### config.mk
export PLATFORM = sky130hd
export DESIGN_NAME = arb_rr_oht
export DESIGN_NICKNAME = d
export VERILOG_FILES = /design/src/rtl/arb_rr_oht.sv
export SDC_FILE = /design/constraint.sdc
export NUM_CORES = 1
export LEC_CHECK = 0
export BUFFER_PORTS_ARGS = -buffer_cell sky130_fd_sc_hd__buf_4
export CORE_MARGIN = 5
export CORE_UTILIZATION = 25
export DETAILED_ROUTE_END_ITERATION = 10
export SYNTH_ARGS = -nofsm -noshare
export SYNTH_HDL_FRONTEND = slang
export SYNTH_SLANG_ARGS = --single-unit
### constraint.sdc
create_clock -name clk -period 3.6 [get_ports clk]
set_clock_uncertainty 0.2 [all_clocks]
set_input_delay 0.36 -clock clk [delete_from_list [all_inputs] [get_ports clk]]
set_output_delay 0.36 -clock clk [all_outputs]
set_load 0.005 [all_outputs]
### src/rtl/arb_rr_oht.sv
// Round-robin arbiter with a one-hot grant that stays locked under backpressure.
// Optional burst hold controlled by macro ARB_RR_OHT_HOLD_EN.
module arb_rr_oht #(
    parameter int WIDTH = 32,
    localparam int WIDTH_LOG = (WIDTH > 1) ? $clog2(WIDTH) : 1
) (
    input  logic                 clk,
    input  logic                 rst_n,
    input  logic [WIDTH-1:0]     req,
    input  logic                 lst,
    output logic [WIDTH-1:0]     gnt,
    output logic [WIDTH_LOG-1:0] idx,
    output logic                 vld,
    input  logic                 rdy
);

    logic [WIDTH_LOG-1:0] r_ptr;
    logic                 r_lock;
    logic [WIDTH-1:0]     r_gnt_q;

    logic [WIDTH-1:0]     w_mask;
    logic [WIDTH-1:0]     w_req_hi;
    logic [WIDTH-1:0]     w_src;
    logic [WIDTH-1:0]     w_arb;
    logic [WIDTH-1:0]     w_gnt;
    logic [WIDTH_LOG-1:0] w_idx;
    logic                 w_vld;

    // Requesters strictly above the last-served one get first pick.
    for (genvar k = 0; k < WIDTH; k++) begin : g_mask
        assign w_mask[k] = (WIDTH_LOG'(k) > r_ptr);
    end

    assign w_req_hi = req & w_mask;
    assign w_src    = (|w_req_hi) ? w_req_hi : req;
    assign w_arb    = w_src & (~w_src + WIDTH'(1));

    assign w_gnt = r_lock ? r_gnt_q : w_arb;
    assign w_vld = r_lock | (|req);

    always_comb begin
        w_idx = '0;
        for (int k = 0; k < WIDTH; k++) begin
            if (w_gnt[k]) begin
                w_idx = w_idx | WIDTH_LOG'(k);
            end
        end
    end

    assign gnt = w_gnt;
    assign idx = w_idx;
    assign vld = w_vld;

`ifdef ARB_RR_OHT_HOLD_EN
    always_ff @(posedge clk) begin
        if (!rst_n) begin
            r_ptr   <= WIDTH_LOG'(WIDTH - 1);
            r_lock  <= 1'b0;
            r_gnt_q <= '0;
        end else if (w_vld && !rdy) begin
            r_lock  <= 1'b1;
            r_gnt_q <= w_gnt;
        end else if (w_vld && rdy) begin
            if (lst) begin
                r_ptr  <= w_idx;
                r_lock <= 1'b0;
            end else begin
                r_lock  <= 1'b1;
                r_gnt_q <= w_gnt;
            end
        end
    end
`else
    logic w_unused_lst;
    assign w_unused_lst = lst;

    always_ff @(posedge clk) begin
        if (!rst_n) begin
            r_ptr   <= WIDTH_LOG'(WIDTH - 1);
            r_lock  <= 1'b0;
            r_gnt_q <= '0;
        end else if (w_vld && !rdy) begin
            r_lock  <= 1'b1;
            r_gnt_q <= w_gnt;
        end else if (w_vld && rdy) begin
            r_ptr  <= w_idx;
            r_lock <= 1'b0;
        end
    end
`endif

endmodule

==> results of run 1 <==
[what timing repair did]
action / CTS / global route
pin swaps: 25 / 43
buffers inserted: 19 / 30
gates cloned: 1 / 0
hold buffers: 0 / 0
resized for setup: 80 / 139
endpoints found under the setup margin: 56 / 47
[power breakdown]
group          switching (W)  internal [W]  leakage, nW
registers           0.000100      0.000492        0.311
clock network       0.000181      0.000275       0.0739
logic                0.00354       0.00394         2.91
total                0.00382       0.00471         3.29
[cell type report]
| cell class | count | area [sq um] |
|---|---|---|
| timing repair buffer | 320 | 2620 |
| multi-input combinational | 446 | 3380 |
| sequential | 38 | 777 |
| clock inverter | 1 | 5.00 |
| clock buffer | 7 | 143 |
| fill | 1349 | 7110 |
| tap | 184 | 230 |
| inverter | 26 | 97.6 |
[per-layer routing]
layer	wire [um]	track usage, %	share of wire, %	vias to the layer above
li1	-	-	-	2619
met4	722	7.99	3.5	0
met1	8360	28.5	41	2758
met3	1630	3.74	8.0	78
met2	9690	35.6	48	294
met5	0	0	0	-
[logic make-up after synthesis]
logic type	synth area share, %
muxes	0.275
AOI/OAI and AO/OA	35.1
and+or+nand+nor	36.2
buffers and inverters	7.51
DFF	20.9
[synthesized netlist by cell type, drive strengths merged, types with 7 or more instances]
master	number	share of area [%]
nand2	73	7.6
nor2	64	6.6
dfxtp	38	21
o21ai	37	5.1
nor3	28	4.0
a21oi	27	3.7
inv	26	2.7
clkbuf	19	2.0
buf	18	2.9
nand3	16	2.2
a31oi	15	2.6
a211oi	14	2.9
nand4	11	1.9
o21a	11	2.3
and3	8	1.5
nor2b	8	1.4
nor4	8	1.4
o211ai	8	1.7
or2	7	1.2
or3	7	1.2
[path summary, 6_finish.rpt]
check | to | startpoint | slack (ns) | cells past startpoint
max | gnt[13] | r_ptr[0]$_SDFFE_PN1P_ | -0.95 | 22
min | r_ptr[2]$_SDFFE_PN1P_ | rst_n | 0.21 | 3
max reg2reg | r_ptr[4]$_SDFFE_PN1P_ | r_ptr[0]$_SDFFE_PN1P_ | -0.59 | 18
min reg2reg | r_gnt_q[0]$_SDFFE_PN0P_ | r_gnt_q[0]$_SDFFE_PN0P_ | 0.26 | 2
[layout by cell type (no fill, tap or decap), drive strengths merged, types with 15 or more instances in the layout]
cell type  Yosys  routed
nand3         16      16
buf           18     320
nor3          28      28
a21oi         27      27
o21ai         37      37
nand2         73      73
inv           26      26
nor2          64      64
a31oi         15      15
dfxtp         38      38
[registers in the layout, summed over array words and instances, names as in the netlist]
name,flops
r_gnt_q,32
r_ptr,5
r_lock,1
[per-stage QoR]
stage | TNS [ns] | util, % | cells
6_report | -12.69 | 50.5 | 1022
5_1_grt | -15.51 | 50.5 | 1022
4_1_cts | -10.74 | 44.7 | 996
3_5_place_dp | -13.15 | 40.3 | 968
3_3_place_gp | -15.58 | 40.3 | 968
2_1_floorplan | -0.818 | - | 547
[worst reg2reg max path, cell delays in order, from the launching register on]
cell	delay, ns
dfxtp_4	0.40
buf_6	0.12
nor4_2	0.05
a221oi_2	0.34
nand3_2	0.15
buf_6	0.15
or3_4	0.42
o31a_1	0.34
o21a_2	0.15
buf_4	0.14
buf_6	0.12
a31oi_4	0.23
o221ai_4	0.15
nor4bb_4	0.31
buf_4	0.17
nand4_1	0.14
buf_4	0.19
buf_4	0.12
o22a_1	0.19
==> results.yml, run 1 <==
status:
  status: "finished with violations"
  violations: "setup timing"
die:
  io_pins: 74
  core_area_sq_um: 14400
  start_util_pct: 25.3
  dieHeight_um: 131
  fp.dieW_um: 131
  num_rows: 44
  dieArea_sq_um: 17000
setup_path:
  cp_cell_sequence: "buf_4, buf_6, nor2b_4, o21ai_2, a2111oi_4, and4_4, buf_4, buf_6, nand2_8, o32ai_2, nand4_1, buf_4, buf_4, buf_4, buf_4, buf_4, buf_4, buf_4, buf_4, buf_4, nand2_1, buf_4"
  path_buf_inv: 14
  critical_path_arrival_ns: 3.99
  critPathSlowestCell: "dfxtp_4"
  end_kind: "primary output"
  path_max_fanout: 6
  cpMostUsedCell: "buf_4"
  crit_path_start_kind: "flop"
  critPathTopFamily: "buffers and inverters"
  path_class: "reg2out"
  required_ns: 3.04
  critPathMaxStageDelay_ns: 0.40
sta:
  tightest_slew_ns: 1.09
  finalHoldViolCount: 0
  rsz0062_at_grt: "yes"
  setup_ws_ns: -0.948
  relSlewSlack_pct: 26.9
  setup_viol: 37
  holdWs_ns: 0.212
  max_freq_ghz: 0.220
  drv_slew: 0
  finalCritPeriodShare_pct: 126
  min_period_ns: 4.55
grt:
  antenna_found_initial: 0
  overflow: 0
  grt_start_max_net_pins: 41
  grt_pass1_wl_um: 28900
  grt_pass1_vias: 5368
  track_usage_pct: 21.7
placed_design:
  hpwl_um: 14500
  routabilityCongestion: 0.973
  place_area_sq_um: 5800
  io_buffers: 72
  pre_cts_slack_ns: -0.899
synthesis:
  netlist_area_sq_um: 3630
  synthFlopType: "dfxtp_1"
  synth_edf_count: 0
  synthCells: 547
  yosysUniqueCellTypes: 69
  synth-async-reset-ratio_pct: 0
  syn_nets: 583
  ys_warn_count: 0
  synth-seq-cells: 38
  synth_area_per_cell_sq_um: 6.64
  ys_seq_area_share_pct: 20.9
route:
  vias: 5749
  viasPerCell: 5.63
  drt-wirelength-per-cell_um: 20.0
  drt_iter0_drc: 589
  totalWireLength_um: 20400
  first_pass_iters: 5
  drc: 0
  ant_nets: 0
layout:
  final_layout_size_suffix_gt1_share_pct: 53.9
  syn_to_final_growth_pct: 99.7
  diodes: 0
  final_area_sq_um: 7250
  nets: 873
job:
  maxCapViolCount: 0
power_and_ir_drop:
  p_per_area_nw_per_um2: 1180
  vdd_drop_max_v: 0.000519
  power.leakage_nw: 3.29
  finalPower_w: 0.00853
clocking:
  htreeDepth: 2
  clock_latency_ns: 0.29
  cts_max_path_buffers: 2
  root_buffer: "clkbuf_16"
  numCtsBuffers: 5
  clk_pin_slew_ns: 0.06
  cts_sinks: 38
  tritoncts: "built"
min_path:
  hp-class: "in2reg"
Power figures use the tool's default switching activity.
==> inputs of run 2 (changes only) <==
Clock period 3.6 ns to 5.8 ns, I/O delays scaled along.
==> run 2 against run 1 <==
The flow now finishes without violations. Clock power down 38%. Critical path depth fell by 9. Sequential cell count stayed put. Sequential power fell by 38%.
==> results.yml, run 2 (synthesized netlist as in run 1, its figures left out) <==
layout:
  final_area_sq_um: 4620
  syn_to_final_growth_pct: 27.0
  largest_register_ffs: 32
  diodes: 0
  largest_register: "r_gnt_q"
  nets: 655
  final_cell_mix: "buf_4 (102), nand2_1 (72), nor2_1 (63)"
  reg_top3: "r_gnt_q x32, r_ptr x5, r_lock x1"
  final_layout_size_suffix_gt1_share_pct: 22.1
  layout_commonest_cell: "buf_4"
power_and_ir_drop:
  p_seq_share_pct: 12.8
  p_per_area_nw_per_um2: 622
  vdd_drop_max_v: 0.000379
  power.internal_w: 0.00138
  power.leakage_nw: 1.98
  p_switching_w: 0.00149
  comb_power_share_pct: 77.3
  power_frac_clock_pct: 9.9
  p_sw_share_pct: 51.8
route:
  ant_nets: 0
  first_pass_iters: 5
  drc: 0
  vias: 4655
  viasPerCell: 5.79
  drt-wirelength-per-cell_um: 19.5
  totalWireLength_um: 15700
  drt_iter0_drc: 582
sta:
  tns_ns: 0
  relSlewSlack_pct: 21.7
  rsz0062_at_grt: "no"
  tightest_slew_ns: 1.17
  max_freq_ghz: 0.186
  min_period_ns: 5.38
  finalCritPeriodShare_pct: 92.8
  drv_slew: 0
  setup_viol: 0
  finalHoldViolCount: 0
die:
  io_pins: 74
  core_area_sq_um: 14400
  start_util_pct: 25.3
  num_rows: 44
  dieHeight_um: 131
  dieArea_sq_um: 17000
  fp.dieW_um: 131
grt:
  grt_start_max_net_pins: 39
  antenna_found_initial: 0
  grt_pass1_vias: 4326
  track_usage_pct: 18.4
  overflow: 0
  grt_pass1_wl_um: 24800
clocking:
  htreeDepth: 2
  cts_sinks: 38
  root_buffer: "clkbuf_16"
  tritoncts: "built"
  cts_max_path_buffers: 2
  clk_pin_slew_ns: 0.06
  clock_latency_ns: 0.28
  cts_setup_buffers: 0
  numCtsBuffers: 5
placed_design:
  hpwl_um: 12100
  io_buffers: 72
  place_area_sq_um: 4460
  routabilityCongestion: 1.01
min_path:
  holdPathEnd: "r_gnt_q[2]$_SDFFE_PN0P_"
  hp-class: "reg2reg"
  hold_depth: 2
  holdCritStartpoint: "r_gnt_q[2]$_SDFFE_PN0P_"
setup_path:
  r2r_end: "r_ptr[2]$_SDFFE_PN1P_"
  rr_worst_depth: 12
  path_class: "reg2out"
  cpMostUsedCell: "buf_4"
  r2r_slack_ns: 1.27
  critical_path_arrival_ns: 4.60
  critPathSlowestCell: "dfxtp_1"
  path_max_fanout: 14
  cp_cell_sequence: "o21ai_1, a222oi_1, o21ai_0, nor3_2, buf_4, a21oi_1, o211a_2, nand4_1, o211ai_1, or3_1, or4_1, or2_1, buf_4"
  r2r-start: "r_ptr[0]$_SDFFE_PN1P_"
  critPathMaxStageDelay_ns: 0.65
  crit_path_start_kind: "flop"
  required_ns: 5.02
  end_kind: "primary output"
job:
  maxCapViolCount: 0
status:
  status: "finished clean"
-- run 2: changes by cell type in the layout (fill, tap and decap cells not counted), sizes merged --
cell / before / now
clkbuf: 7 / 6
buf: 320 / 102
clkinvlp: 0 / 1
-- run 2: power groups by stage --
stage / clock network [W] / logic (W) / registers [W]
floorplan: 0 / 0.00132 / 0.000322
global placement: 0 / 0.00216 / 0.000369
detailed placement: 0 / 0.00214 / 0.000370
CTS: 0.000287 / 0.00216 / 0.000364
global route: 0.000298 / 0.00238 / 0.000374
finish: 0.000284 / 0.00222 / 0.000368
-- run 2: through the flow --
stage | cells | utilization, % | power (W) | setup WS [ns] | hold slack, ns
final | 804 | 32.1 | 0.00287 | 0.416 | 0.257
after global routing | 804 | 32.1 | 0.00305 | 0.102 | 0.288
after CTS | 804 | 32.1 | 0.00281 | 0.244 | 0.256
after detailed placement | 796 | 31.1 | 0.00251 | 0.578 | 0.248
after global placement | 796 | 31.1 | 0.00253 | 0.560 | 0.245
after floorplan | 547 | - | 0.00165 | 1.40 | 0.236
-- run 2: layout make-up --
type | count | area [sq um]
clock inverter | 2 | 12.5
fill | 1586 | 9750
clock buffer | 6 | 139
timing repair buffer | 102 | 766
sequential | 38 | 763
tap | 184 | 230
multi-input combinational | 446 | 2610
inverter | 26 | 97.6
-- run 2: how the worst max path moves through the flow --
stage	start	end	slack [ns]	depth (start not counted)
3_3_place_gp	r_ptr[1]$_SDFFE_PN1P_	idx[2]	0.56	12
3_5_place_dp	r_ptr[3]$_SDFFE_PN1P_	idx[2]	0.58	12
6_report	r_ptr[0]$_SDFFE_PN1P_	idx[2]	0.42	13
5_1_grt	r_ptr[0]$_SDFFE_PN1P_	idx[2]	0.10	13
4_1_cts	r_ptr[1]$_SDFFE_PN1P_	idx[2]	0.24	12
2_1_floorplan	req[21]	idx[2]	1.40	12
-- run 2: worst max-delay path, delay by kind of cell (launching register included) --
kind | cells | cell delay (ns)
buffers and inverters | 2 | 0.41
AND/OR/NAND/NOR | 5 | 1.72
flip-flops | 1 | 0.65
AO/OA/AOI/OAI | 6 | 1.53
-- run 2: what timing repair did --
item,CTS,global route
resized for setup,0,2
endpoints found under the setup margin,0,3
hold buffers,0,0
-- run 2: routing by layer --
metal / up-vias / track usage [%] / wire length [um]
li1: 2182 / - / -
met1: 2162 / 26.6 / 6890
met2: 273 / 28.5 / 6870
met3: 38 / 2.89 / 1510
met4: 0 / 4.66 / 384
met5: - / 0 / 0
==> inputs of run 3 (changes only) <==
Settings changed: CORE_UTILIZATION 25 to 61, PLACE_DENSITY set to 0.87.
==> run 3 against run 2 <==
Clock power down 39%. Critical path depth rose by 1. Die area decreased by 55%. Setup slack got worse by 0.18 ns.
==> results.yml, run 3 (synthesized netlist as in run 1, its figures left out) <==
sta:
  setup_ws_ns: 0.239
  max_freq_ghz: 0.180
  tightest_slew_ns: 1.04
  min_period_ns: 5.56
  drv_slew: 0
  tns_ns: 0
  finalHoldViolCount: 0
  relSlewSlack_pct: 30.8
  setup_viol: 0
  finalCritPeriodShare_pct: 95.9
  rsz0062_at_grt: "no"
setup_path:
  cpMostUsedCell: "buf_4"
  path_max_fanout: 14
  critical_path_arrival_ns: 4.78
  path_buf_inv: 3
  crit_path_start_kind: "flop"
  end_kind: "primary output"
  critPathTopFamily: "simple AND/OR/NAND/NOR gates"
  required_ns: 5.02
  cp_cell_sequence: "buf_4, nor4_1, o21a_1, a2111oi_1, and4_1, buf_4, a311o_1, a211oi_1, nand3_1, o211ai_1, or3_1, or4_1, or2_1, buf_4"
  critPathSlowestCell: "dfxtp_1"
  critPathMaxStageDelay_ns: 0.64
  path_class: "reg2out"
route:
  drt-wirelength-per-cell_um: 21.0
  totalWireLength_um: 14500
  vias: 4879
  first_pass_iters: 5
  drt_iter0_drc: 714
  viasPerCell: 7.06
  ant_nets: 0
  drc: 0
die:
  dieHeight_um: 87.2
  io_pins: 74
  num_rows: 28
  start_util_pct: 62.1
  dieArea_sq_um: 7600
  fp.dieW_um: 87.2
  core_area_sq_um: 5850
grt:
  grt_pass1_wl_um: 22600
  grt_pass1_vias: 4490
  grt_start_max_net_pins: 41
  antenna_found_initial: 0
  overflow: 0
  track_usage_pct: 37.6
clocking:
  holdBufCountCts: 0
  root_buffer: "clkbuf_8"
  cts_resized: 0
  cts_max_path_buffers: 2
  htreeDepth: 2
  clock_latency_ns: 0.29
  clk_pin_slew_ns: 0.07
  numCtsBuffers: 5
  cts_sinks: 38
  tritoncts: "built"
  cts_setup_buffers: 0
layout:
  layout_commonest_cell: "buf_4"
  fin_cells: 691
  largest_register: "r_gnt_q"
  final_layout_size_suffix_gt1_share_pct: 21.3
  reg_top3: "r_gnt_q x32, r_ptr x5, r_lock x1"
  nets: 652
  final_cell_mix: "buf_4 (99), nand2_1 (72), nor2_1 (63)"
  largest_register_ffs: 32
  diodes: 0
  syn_to_final_growth_pct: 20.6
power_and_ir_drop:
  finalPower_w: 0.00277
  vdd_drop_max_v: 0.000424
  power.leakage_nw: 1.94
  p_per_area_nw_per_um2: 631
min_path:
  hp-class: "reg2reg"
placed_design:
  routabilityCongestion: 1.13
  hpwl_um: 11100
  dp_cells: 684
  io_buffers: 72
  pre_cts_slack_ns: 0.689
status:
  status: "finished clean"
job:
  maxCapViolCount: 0
==> run 3: changes by cell type in the layout (fill, tap and decap cells not counted), moves of 2 or more <==
cell       previous run  this run
clkbuf_8              1         5
dfxtp_1              36        38
dfxtp_2               2         0
clkbuf_16             5         0
buf_4               102        99
==> run 3: layout make-up <==
cell class | count | area [sq um]
Clock inverter | 2 | 10.0
Sequential cell | 38 | 761
Multi-Input combinational cell | 446 | 2610
Clock buffer | 5 | 68.8
Timing Repair Buffer | 99 | 743
Fill cell | 477 | 1470
Tap cell | 75 | 93.8
Inverter | 26 | 97.6
==> run 3: metrics by stage <==
stage | utilization [%] | instance area (sq um) | hold slack [ns]
detailed placement | 73.5 | 4300 | 0.248
floorplan | - | 3630 | 0.236
CTS | 74.9 | 4380 | 0.258
finish | 74.9 | 4380 | 0.256
global placement | 73.5 | 4300 | 0.244
global route | 74.9 | 4380 | 0.289
==> run 3: power by group <==
| group | leakage [nW] | switching (W) | internal [W] | total, W |
|---|---|---|---|---|
| clock | 0.0438 | 0.0000916 | 0.0000807 | 0.000172 |
| combinational | 1.58 | 0.00133 | 0.000894 | 0.00222 |
| sequential | 0.312 | 0.0000763 | 0.000296 | 0.000373 |
| total | 1.94 | 0.00149 | 0.00127 | 0.00277 |
==> run 3: worst min-delay path, delay by kind of cell, from the launching register on <==
family	cells	cell delay, ns
AOI/OAI and AO/OA	1	0.05
DFF	1	0.31
and+or+nand+nor	1	0.05
==> run 3: path summary, 6_finish.rpt <==
check	startpoint	endpoint	slack [ns]	depth (start not counted)
worst max-delay path	r_ptr[2]$_SDFFE_PN1P_	idx[2]	0.24	14
worst min-delay path	r_gnt_q[0]$_SDFFE_PN0P_	r_gnt_q[0]$_SDFFE_PN0P_	0.26	2
worst max register to register	r_ptr[2]$_SDFFE_PN1P_	r_ptr[2]$_SDFFE_PN1P_	1.06	13
worst min register to register	r_gnt_q[0]$_SDFFE_PN0P_	r_gnt_q[0]$_SDFFE_PN0P_	0.26	2
==> run 3: layer usage <==
metal,up-vias,share of wire (%),routed length [um],GRT usage (%)
met3,115,13,1880,6.91
met2,422,43,6230,58.6
met1,2161,36,5300,47.4
met5,-,0,0,0
met4,0,7.8,1130,24.5
li1,2181,-,-,-
